[config.mk]
export PLATFORM = sky130hd
export DESIGN_NAME = bit_packer
export DESIGN_NICKNAME = d
export VERILOG_FILES = /design/src/rtl/bit_packer_pkg.sv /design/src/rtl/bit_packer_fifo.sv /design/src/rtl/bit_packer.sv
export SDC_FILE = /design/constraint.sdc
export NUM_CORES = 1
export LEC_CHECK = 0
export ABC_AREA = 1
export BUFFER_PORTS_ARGS = -buffer_cell sky130_fd_sc_hd__clkbuf_2
export CORE_UTILIZATION = 54
export CTS_CLUSTER_SIZE = 24
export DETAILED_ROUTE_END_ITERATION = 8
export PLACE_DENSITY = 0.84
export SYNTH_ARGS = -nofsm -noshare
export SYNTH_HDL_FRONTEND = slang
export SYNTH_SLANG_ARGS = --single-unit
[constraint.sdc]
create_clock -name clk -period 7.2 [get_ports clk]
set_clock_uncertainty 0.1 [all_clocks]
set_input_delay 1.44 -clock clk [delete_from_list [all_inputs] [get_ports clk]]
set_output_delay 1.44 -clock clk [all_outputs]
set_load 0.1 [all_outputs]
[src/rtl/bit_packer_pkg.sv]
// Shared width helpers and symbol mask for the variable-length bit packer.
package bit_packer_pkg;

  // Widest datapath the mask helper supports (OUT_W upper bound).
  localparam int unsigned MAX_W = 64;

  // Width of a length field able to hold 0..in_w.
  function automatic int unsigned len_w(input int unsigned in_w);
    return $clog2(in_w + 1);
  endfunction

  // Width of a fill counter holding 0..out_w-1.
  function automatic int unsigned cnt_w(input int unsigned out_w);
    return $clog2(out_w);
  endfunction

  // Ones in the low len bits, saturating at in_w bits; callers slice to IN_W.
  function automatic logic [MAX_W-1:0] len_mask(input int unsigned len,
                                                 input int unsigned in_w);
    logic [MAX_W-1:0] m;
    m = '0;
    for (int unsigned i = 0; i < MAX_W; i++) begin
      m[i] = (i < len) && (i < in_w);
    end
    return m;
  endfunction

endpackage

[src/rtl/bit_packer_fifo.sv]
// Register FIFO with two ordered write ports (port 0 lands first) and one read port.
module bit_packer_fifo #(
  parameter int unsigned W     = 33,
  parameter int unsigned DEPTH = 4,
  localparam int unsigned OCC_W = $clog2(DEPTH + 1)
) (
  input  logic             clk,
  input  logic             rst,
  input  logic             i_we0,
  input  logic [W-1:0]     i_wd0,
  input  logic             i_we1,
  input  logic [W-1:0]     i_wd1,
  input  logic             i_re,
  output logic [W-1:0]     o_rd,
  output logic             o_empty,
  output logic [OCC_W-1:0] o_occ
);

  localparam int unsigned PTR_W = $clog2(DEPTH);

  logic [W-1:0]     r_mem [DEPTH];
  logic [PTR_W-1:0] r_wr_ptr;
  logic [PTR_W-1:0] r_rd_ptr;
  logic [OCC_W-1:0] r_occ;
  logic             w_pop;
  logic [PTR_W-1:0] w_wr_ptr1;

  // Pop only a valid head; port 1 follows port 0 when both write.
  always_comb begin
    w_pop     = i_re && (r_occ != '0);
    w_wr_ptr1 = r_wr_ptr + PTR_W'(i_we0);
  end

  // Storage, pointers and occupancy; occupancy moves by writes minus pop.
  always_ff @(posedge clk or posedge rst) begin
    if (rst) begin
      for (int unsigned i = 0; i < DEPTH; i++) begin
        r_mem[i] <= '0;
      end
      r_wr_ptr <= '0;
      r_rd_ptr <= '0;
      r_occ    <= '0;
    end else begin
      if (i_we0) r_mem[r_wr_ptr]  <= i_wd0;
      if (i_we1) r_mem[w_wr_ptr1] <= i_wd1;
      r_wr_ptr <= r_wr_ptr + PTR_W'(i_we0) + PTR_W'(i_we1);
      r_rd_ptr <= r_rd_ptr + PTR_W'(w_pop);
      r_occ    <= r_occ + OCC_W'(i_we0) + OCC_W'(i_we1) - OCC_W'(w_pop);
    end
  end

  assign o_rd    = r_mem[r_rd_ptr];
  assign o_empty = (r_occ == '0);
  assign o_occ   = r_occ;

endmodule

[src/rtl/bit_packer.sv]
// Variable-length LSB-first bit packer with flush/zero-pad and a small output FIFO.
module bit_packer
  import bit_packer_pkg::*;
#(
  parameter int unsigned OUT_W = 32,
  parameter int unsigned IN_W  = 32,
  parameter int unsigned DEPTH = 4,
  localparam int unsigned LEN_W = len_w(IN_W)
) (
  input  logic             clk,
  input  logic             rst,
  input  logic             i_valid,
  output logic             i_ready,
  input  logic [LEN_W-1:0] i_len,
  input  logic [IN_W-1:0]  i_data,
  input  logic             i_flush,
  output logic             o_valid,
  input  logic             o_ready,
  output logic [OUT_W-1:0] o_data,
  output logic             o_last,
  output logic [2:0]       rest,
  output logic             err
);

  localparam int unsigned ACC_W  = 2 * OUT_W;
  localparam int unsigned CNT_W  = cnt_w(OUT_W);
  localparam int unsigned SUM_W  = CNT_W + 1;
  localparam int unsigned WORD_W = OUT_W + 1;
  localparam int unsigned OCC_W  = $clog2(DEPTH + 1);

  logic [ACC_W-1:0]  r_acc;
  logic [CNT_W-1:0]  r_cnt;
  logic [2:0]        r_rest;
  logic              r_err;

  logic              w_accept;
  logic              w_over;
  logic [LEN_W-1:0]  w_len_eff;
  logic [IN_W-1:0]   w_mask;
  logic [ACC_W-1:0]  w_acc_sum;
  logic [SUM_W-1:0]  w_sum;
  logic              w_full;
  logic [ACC_W-1:0]  w_acc_nxt;
  logic [CNT_W-1:0]  w_cnt_nxt;
  logic              w_we0;
  logic              w_we1;
  logic [WORD_W-1:0] w_wd0;
  logic [WORD_W-1:0] w_wd1;
  logic [WORD_W-1:0] w_head;
  logic              w_empty;
  logic [OCC_W-1:0]  w_occ;
  logic [OCC_W-1:0]  w_free;

  // Over-long symbols saturate at IN_W bits; the symbol is masked and placed at offset cnt.
  always_comb begin
    w_over    = (i_len > LEN_W'(IN_W));
    w_len_eff = w_over ? LEN_W'(IN_W) : i_len;
    w_mask    = IN_W'(len_mask(32'(w_len_eff), IN_W));
    w_acc_sum = r_acc | (ACC_W'(i_data & w_mask) << r_cnt);
    w_sum     = SUM_W'(r_cnt) + SUM_W'(w_len_eff);
    w_full    = (w_sum >= SUM_W'(OUT_W));
  end

  // Next accumulator state and the 0..2 words written by this accept.
  always_comb begin
    w_acc_nxt = r_acc;
    w_cnt_nxt = r_cnt;
    w_we0     = 1'b0;
    w_we1     = 1'b0;
    w_wd0     = '0;
    w_wd1     = '0;
    if (w_accept) begin
      w_acc_nxt = w_acc_sum;
      w_cnt_nxt = CNT_W'(w_sum);
      if (w_full) begin
        w_we0     = 1'b1;
        w_wd0     = {1'b0, w_acc_sum[OUT_W-1:0]};
        w_acc_nxt = w_acc_sum >> OUT_W;
        w_cnt_nxt = CNT_W'(w_sum - SUM_W'(OUT_W));
      end
      if (i_flush) begin
        if (w_cnt_nxt != '0) begin
          // Residual bits above cnt are already zero, so the low word is the padded tail.
          if (w_full) begin
            w_we1 = 1'b1;
            w_wd1 = {1'b1, w_acc_nxt[OUT_W-1:0]};
          end else begin
            w_we0 = 1'b1;
            w_wd0 = {1'b1, w_acc_nxt[OUT_W-1:0]};
          end
          w_acc_nxt = '0;
          w_cnt_nxt = '0;
        end else if (w_full) begin
          w_wd0[OUT_W] = 1'b1;
        end
      end
    end
  end

  // Accumulator, fill count, byte-alignment residue and sticky length error.
  always_ff @(posedge clk or posedge rst) begin
    if (rst) begin
      r_acc  <= '0;
      r_cnt  <= '0;
      r_rest <= '0;
      r_err  <= 1'b0;
    end else begin
      r_acc  <= w_acc_nxt;
      r_cnt  <= w_cnt_nxt;
      r_rest <= 3'd0 - w_cnt_nxt[2:0];
      r_err  <= r_err | (w_accept && w_over);
    end
  end

  bit_packer_fifo #(
    .W     (WORD_W),
    .DEPTH (DEPTH)
  ) u_fifo (
    .clk     (clk),
    .rst     (rst),
    .i_we0   (w_we0),
    .i_wd0   (w_wd0),
    .i_we1   (w_we1),
    .i_wd1   (w_wd1),
    .i_re    (o_ready),
    .o_rd    (w_head),
    .o_empty (w_empty),
    .o_occ   (w_occ)
  );

  // Ready needs room for a worst-case two-word accept; depends only on registered occupancy.
  always_comb begin
    w_free   = OCC_W'(DEPTH) - w_occ;
    i_ready  = (w_free >= OCC_W'(2));
    w_accept = i_valid && i_ready;
  end

  assign o_valid = !w_empty;
  assign o_data  = w_head[OUT_W-1:0];
  assign o_last  = w_head[OUT_W];
  assign rest    = r_rest;
  assign err     = r_err;

endmodule

# [Yosys cells after proc, flatten, opt, wreduce, memory -nomap -nowiden]
# Cells that the tools add are included.
[classes] addsub=10 multipliers=0 div=0 magnitude_cmp=40 n_eq_ne=0 shift=1 mux=39 n_bitwise=6 reduce_logical=9
[op_table] op="two-way mux 33 bit" count=11
[op_table] op="bitwise mux 132 bit" count=2
[op_table] op="two-way mux 132 bit" count=2
[op_table] op="two-way mux 64 bit" count=3
[op_table] op="demux 33 bit (select 2 bit)" count=2
[op_table] op="< comparator 5 x 6 -> 1 bit (first input constant)" count=16
[op_table] op="binary-select mux 33 bit (select 2 bit)" count=1
[op_table] op="two-way mux 32 bit" count=2
[op_table] op="OR 64 bit" count=1
[op_table] op="left shift 32 x 5 -> 64 bit" count=1
[op_table] op="< comparator 4 x 6 -> 1 bit (first input constant)" count=8
[op_table] op="bitwise AND 32 bit" count=1
[op_table] op="< comparator 3 x 6 -> 1 bit (first input constant)" count=4
[op_table] op="two-way mux 5 bit" count=4
[op_table] op="< comparator 1 x 6 -> 1 bit (first input constant)" count=2
[op_table] op="< comparator 2 x 6 -> 1 bit (first input constant)" count=2
[op_table] op="two-way mux 1 bit" count=10
[op_table] op=">= comparator 3 bit (second input constant)" count=3
[op_table] op="NOT 2 -> 3 bit" count=3
[op_table] op="adder 2 x 1 -> 2 bit" count=3
[op_table] op="adder 3 x 1 -> 3 bit" count=2
[op_table] op="adder 5 x 6 -> 6 bit" count=1
[op_table] op=">= comparator 6 bit (second input constant)" count=1
[op_table] op="greater-than comparator 6 bit (second input constant)" count=1
[op_table] op="other kinds (14)" count=19
[word_totals] reg_bits=212 latchBits=0 mem_bits_rw=0 rom_bits=0 inputBits=43 out_inout_bits=39 wordCells=117 n_memories=0

# [Longest topological paths before layout]
[logic_depth] depth_word=18 ltp_mapped=29 mapped_depth_nobuf=28

# [Modules after synthesis]
# A second synthesis with hierarchy kept.
[unflattened] hier_cells=2366 area_unflattened_um2=15349.7
[modules_own_cells] mod="bit_packer_fifo" n_inst=1 cells_each=1267 area_per_inst_um2=8579.5
[modules_own_cells] mod="bit_packer" n_inst=1 cells_each=1099 area_per_inst_um2=6770.2

# [Least setup slack after synthesis]
# Ideal clock, no wire load.
[synth_path] path_kind="input -> register" from="input port i_len[0]" to="register u_fifo.r_mem[105] in the netlist's numbering" arrival_ns=4.570 required_time_ns=6.980 setup_slack_ns=2.410 path_stages=25 n_path_buf=1 cell_sequence="nor2_2 nand3_2 a21oi_1 ha_1 nand2_1 nand2_1 inv_1 nor2_1 a211oi_1 nand2_1 nand2_1 nand2_4 ha_1 a21oi_1 a21boi_4 ha_1 or2_2 nand2_1 inv_1 nor2_1 nand2_2 clkbuf_1 nand3_1 o21ai_0 inv_1"
[synth_between] elab_chain_cells=18 word_cells_on_any_way=72 classes_between="add/sub: 3; order compare: 36; shift: 1; mux: 27; bitwise: 3; reduce/logical: 2"
[synth_rtl] element="start, declared" line="bit_packer.sv:14" source="input logic [LEN_W-1:0] i_len,"
[synth_rtl] element="greater-than comparator 6 bit" line="bit_packer.sv:56" source="w_over = (i_len > LEN_W'(IN_W));"
[synth_rtl] element="two-way mux 6 bit (*)" line="bit_packer.sv:57" source="w_len_eff = w_over ? LEN_W'(IN_W) : i_len;"
[synth_rtl] element="adder 5 x 6 -> 6 bit" line="bit_packer.sv:60" source="w_sum = SUM_W'(r_cnt) + SUM_W'(w_len_eff);"
[synth_rtl] element="subtractor 5 x 1 -> 5 bit or >= comparator 6 bit (tied branches)" line="bit_packer.sv:79, bit_packer.sv:61"
[synth_rtl] element="two-way mux 5 bit" line="bit_packer.sv:75" source="if (w_full) begin"
[synth_rtl] element="two-way mux 5 bit" line="bit_packer.sv:72" source="if (w_accept) begin"
[synth_rtl] element="nonzero test 5 bit" line="bit_packer.sv:82" source="if (w_cnt_nxt != '0) begin"
[synth_rtl] element="two-way mux 1 bit" line="bit_packer.sv:82"
[synth_rtl] element="[2 not listed]"
[synth_rtl] element="adder 2 x 1 -> 2 bit" line="bit_packer_fifo.sv:31" source="w_wr_ptr1 = r_wr_ptr + PTR_W'(i_we0);"
[synth_rtl] element="NOT 2 -> 3 bit (not written as such)" line="bit_packer_fifo.sv:45" source="if (i_we1) r_mem[w_wr_ptr1] <= i_wd1;"
[synth_rtl] element=">= comparator 3 bit (not written as such) or < comparator 3 x 1 -> 1 bit (tied branches)" line="bit_packer_fifo.sv:45"
[synth_rtl] element="logical AND 1 bit (not written as such)" line="bit_packer_fifo.sv:45"
[synth_rtl] element="two-way mux 33 bit (not written as such)" line="bit_packer_fifo.sv:45"
[synth_rtl] element="demux 33 bit (select 2 bit)" line="bit_packer_fifo.sv:45"
[synth_rtl] element="bitwise mux 132 bit" line="bit_packer_fifo.sv:45"
[synth_rtl] element="two-way mux 132 bit (*)" line="bit_packer_fifo.sv:45"
[synth_rtl] element="end signal, assigned by index" line="bit_packer_fifo.sv:44" source="if (i_we0) r_mem[r_wr_ptr] <= i_wd0;"
[synth_rtl] element="end signal, assigned by index" line="bit_packer_fifo.sv:45"
[synth_rtl] element="end, declared" line="bit_packer_fifo.sv:21" source="logic [W-1:0] r_mem [DEPTH];"
# Every way passes the cells marked *; elsewhere a longest branch is shown, timed or not. The select of a mux whose other input is x is not followed.
# A chain may end at the register's enable or synchronous reset.

# [Worst setup path in the final report]
[layout_path] from="input port i_len[0]" to="register u_fifo.r_mem[16] in the netlist's numbering"
# Same word-level chain as after synthesis.

==> results.yml <==
yosys:
  muxShareOfSynthArea_pct: 0
  yosysSeqAreaShare_pct: 37.05
  ys_ff_latch: 211
  synth-simple-area-share_pct: 36.37
  synthCells: 2163
  async_reset_ff_share_pct: 100.0
  netlist.area_leader.share_pct: 37.05
  yosys.area.top_type: "dfrtp_1"
  avgSynthCellArea_um2: 6.589
  synth.distinct_cells: 43
  synth_top_family_by_area: "simple AND/OR/NAND/NOR gates"
  synth_warnings: 0
  synth_compound_area_share_pct: 13.51
  synthesis.nets: 2222
  synthXorXnorAreaFrac_pct: 0.3687
  syn-cell-area_um2: 14250
  synthAdderAreaFrac_pct: 1.563
  ys.flop_type: "dfrtp_1"
  synth_area_leaders: "dfrtp_1 (37%), nand3_1 (15%), nand2_1 (14%)"
  synth_edf_count: 0
timing:
  setup_viol: 0
  fin_tns_setup_ns: 0
  rsz0062_at_grt: "no"
  holdWs_ns: 0.4022
  timing.final.crit_share_pct: 75.72
  fmax_mhz: 183.4
  slew_violations: 0
  slew_headroom_pct: 19.40
  min_period_ns: 5.452
  hold_viol_final: 0
  tightest_slew_ns: 1.208
worst_setup_path:
  cpPeakStageDelay_ns: 0.52
  crit_start: "i_len[0]"
  path_class: "in2reg"
  cp_max_fo: 33
  cp-end-kind: "flop"
  critical_path.slowest_cell: "nand2_2"
  worstPathArrival_ns: 5.78
  critPathBufInv: 5
  path_cells: "clkbuf_2, nor2_2, nand3_2, nand2_2, nand2_1, inv_1, fa_1, nor2_1, nand2_1, a21oi_1, nand3_1, inv_1, ha_1, a21oi_1, a21boi_4, ha_1, or2_2, nand2_1, nor2_1, nand2_2, buf_4, nand2_1, inv_1, a21oi_1"
  critPathRequiredTime_ns: 7.53
  start_kind: "primary input"
  reg2reg_from: "rest[0]"
  timing.critical_path.max_delay_family: "simple AND/OR/NAND/NOR gates"
  worst_path_most_repeated_cell: "nand2_1"
power_and_ir_drop:
  switching_share_pct: 57.70
  p_leak_nw: 8.164
  p_switching_mw: 4.887
  clkPwrFrac_pct: 15.7
  power_density_nw_per_um2: 545.5
  power.internal_mw: 3.583
  pwr-share-comb_pct: 62.7
  seq_power_share_pct: 21.6
  ir_worst_vdd_v: 0.0005500
floorplan:
  initial_core_util_pct: 54.84
  io_pins: 82
  die_area_um2: 27050
  chipWidth_um: 164.5
  fp-row-count: 59
  dieHeight_um: 164.5
  core_area_um2: 25980
outcome:
  status: "complete, no violations"
cts:
  cts_tree: "yes"
  root_buffer: "clkbuf_16"
  cts_buffers: 25
  cts_max_level: 1
  post_cts_resize_count: 0
  cts_sinks: 211
  post_cts_buffers: 0
  ctsHoldBuffers: 0
  clk_pin_slew_worst_paths_ns: 0.06
  cts.path.max_buffers: 3
  clk_latency_ns: 0.55
routing:
  drtIter0Drc: 2414
  ant_nets: 0
  firstDrtPassIters: 7
  wl_um: 47530
  route.detailed.drc: 0
  via_per_inst: 6.141
  vias: 15410
  routedWlPerCell_um: 18.94
finish:
  layout-drive-gt1-share_pct: 8.230
  n_antenna_cell: 0
  finalNonFillerCells: 2510
  fillCellCount: 2437
  multiInputGateArea_um2: 7392
  area_growth_pct: 8.946
  seqCellArea_um2: 5281
  nets: 2217
grt:
  grt_usage_pct: 35.64
  grt_max_degree: 106
  grt_remaining_overflow: 0
  antenna_found_initial: 0
  grt_pass1_vias: 14220
  grt_pass1_wl_um: 75260
place:
  port_buffers: 81
  dp_hpwl_um: 31960
  gp_congestion: 0.9803
  dp.cells: 2466
hold_path:
  min_from: "r_acc[0]"
  hp-class: "reg2reg"
job:
  drv_cap: 0
[sequential cells by signal, summed over array words and instances, names as in the netlist]
signal	cells
r_acc	64
u_fifo.r_rd_ptr	2
r_cnt	4
u_fifo.r_mem	132
u_fifo.o_occ	3
u_fifo.r_wr_ptr	2
rest	3
err	1
[path summary, 6_finish.rpt]
kind	end	slack, ns	depth (start not counted)
min in group asynchronous	u_fifo.r_mem[49]	0.84	2
max reg2reg	u_fifo.r_mem[16]	2.30	20
max in group asynchronous	r_acc[39]	4.57	4
min reg2reg	r_acc[0]	0.40	2
min	r_acc[0]	0.40	2
max	u_fifo.r_mem[16]	1.75	24
[per-stage QoR]
step / utilization, % / power (mW) / setup slack, ns / area (µm²)
3_5_place_dp: 56.47 / 7.001 / 1.307 / 14670
3_3_place_gp: 56.47 / 6.899 / 1.444 / 14670
4_1_cts: 59.75 / 8.343 / 1.815 / 15530
5_1_grt: 59.75 / 8.939 / 1.397 / 15530
6_report: 59.75 / 8.470 / 1.748 / 15530
2_1_floorplan: - / 5.813 / 2.410 / 14250
[worst min-delay path, cell delays in order (launching register included)]
cell and delay (ns):
dfrtp_1 0.34, nand2_1 0.05, nand3_1 0.07
[final cells by class]
type	count	area share, %
Timing Repair Buffer	108	3.997
Clock buffer	37	4.642
Clock inverter	7	0.8462
Multi-Input combinational cell	1557	47.61
Sequential cell	211	34.02
Inverter	255	6.189
Tap cell	335	2.700
[per-layer routing]
metal / share of wire [%] / vias up / global-route usage, % / wire length, µm
li1: - / 7071 / - / -
met1: 39 / 7172 / 47.39 / 18690
met2: 45 / 995 / 55.79 / 21230
met3: 11 / 176 / 7.007 / 5415
met4: 4.6 / 0 / 17.10 / 2204
met5: 0 / - / 0 / 0
[cells in the mapped netlist (4+ instances only)]
cell      number
buf_2         32
buf_1         14
a21oi_1      106
nand2_2        7
nand4_1       30
nor2_1       202
buf_6          6
buf_4          5
inv_2          7
o22ai_1       39
nand3_2        4
clkinv_1       4
o211ai_1      28
or2_2          4
o21ai_0      124
o21ai_1        6
a22oi_1       20
clkbuf_1      83
ha_1          13
o21bai_1       7
dfrtp_1      211
nand2_1      516
inv_1        244
nand3_1      421
[placed cells by master, fill, tap and decap left out, types with 26 or more instances in the layout]
cell and n:
nand2_1 515, inv_1 242, dfrtp_1 210, nand3_1 420, clkbuf_2 81, o211ai_1 28
nor2_1 202, nand4_1 30, o21ai_0 124, o22ai_1 39, buf_4 26, a21oi_1 106
[power by group through the flow]
stage | Combinational [mW] | Sequential [mW] | Clock, mW
2_1_floorplan | 4.01 | 1.80 | 0
3_3_place_gp | 5.09 | 1.81 | 0
3_5_place_dp | 5.17 | 1.83 | 0
4_1_cts | 5.20 | 1.81 | 1.33
5_1_grt | 5.69 | 1.86 | 1.38
6_report | 5.31 | 1.83 | 1.33
[cells by family (layout without fill, tap and decap cells)]
family / after synthesis / in the layout
AND/OR/NAND/NOR: 1195 / 1195
buffers and inverters: 395 / 407
AO/OA/AOI/OAI: 340 / 340
flip-flops: 211 / 211
adder cells (fa/ha/maj): 16 / 16
XOR/XNOR: 6 / 6
(Power assumes the default switching activity.)
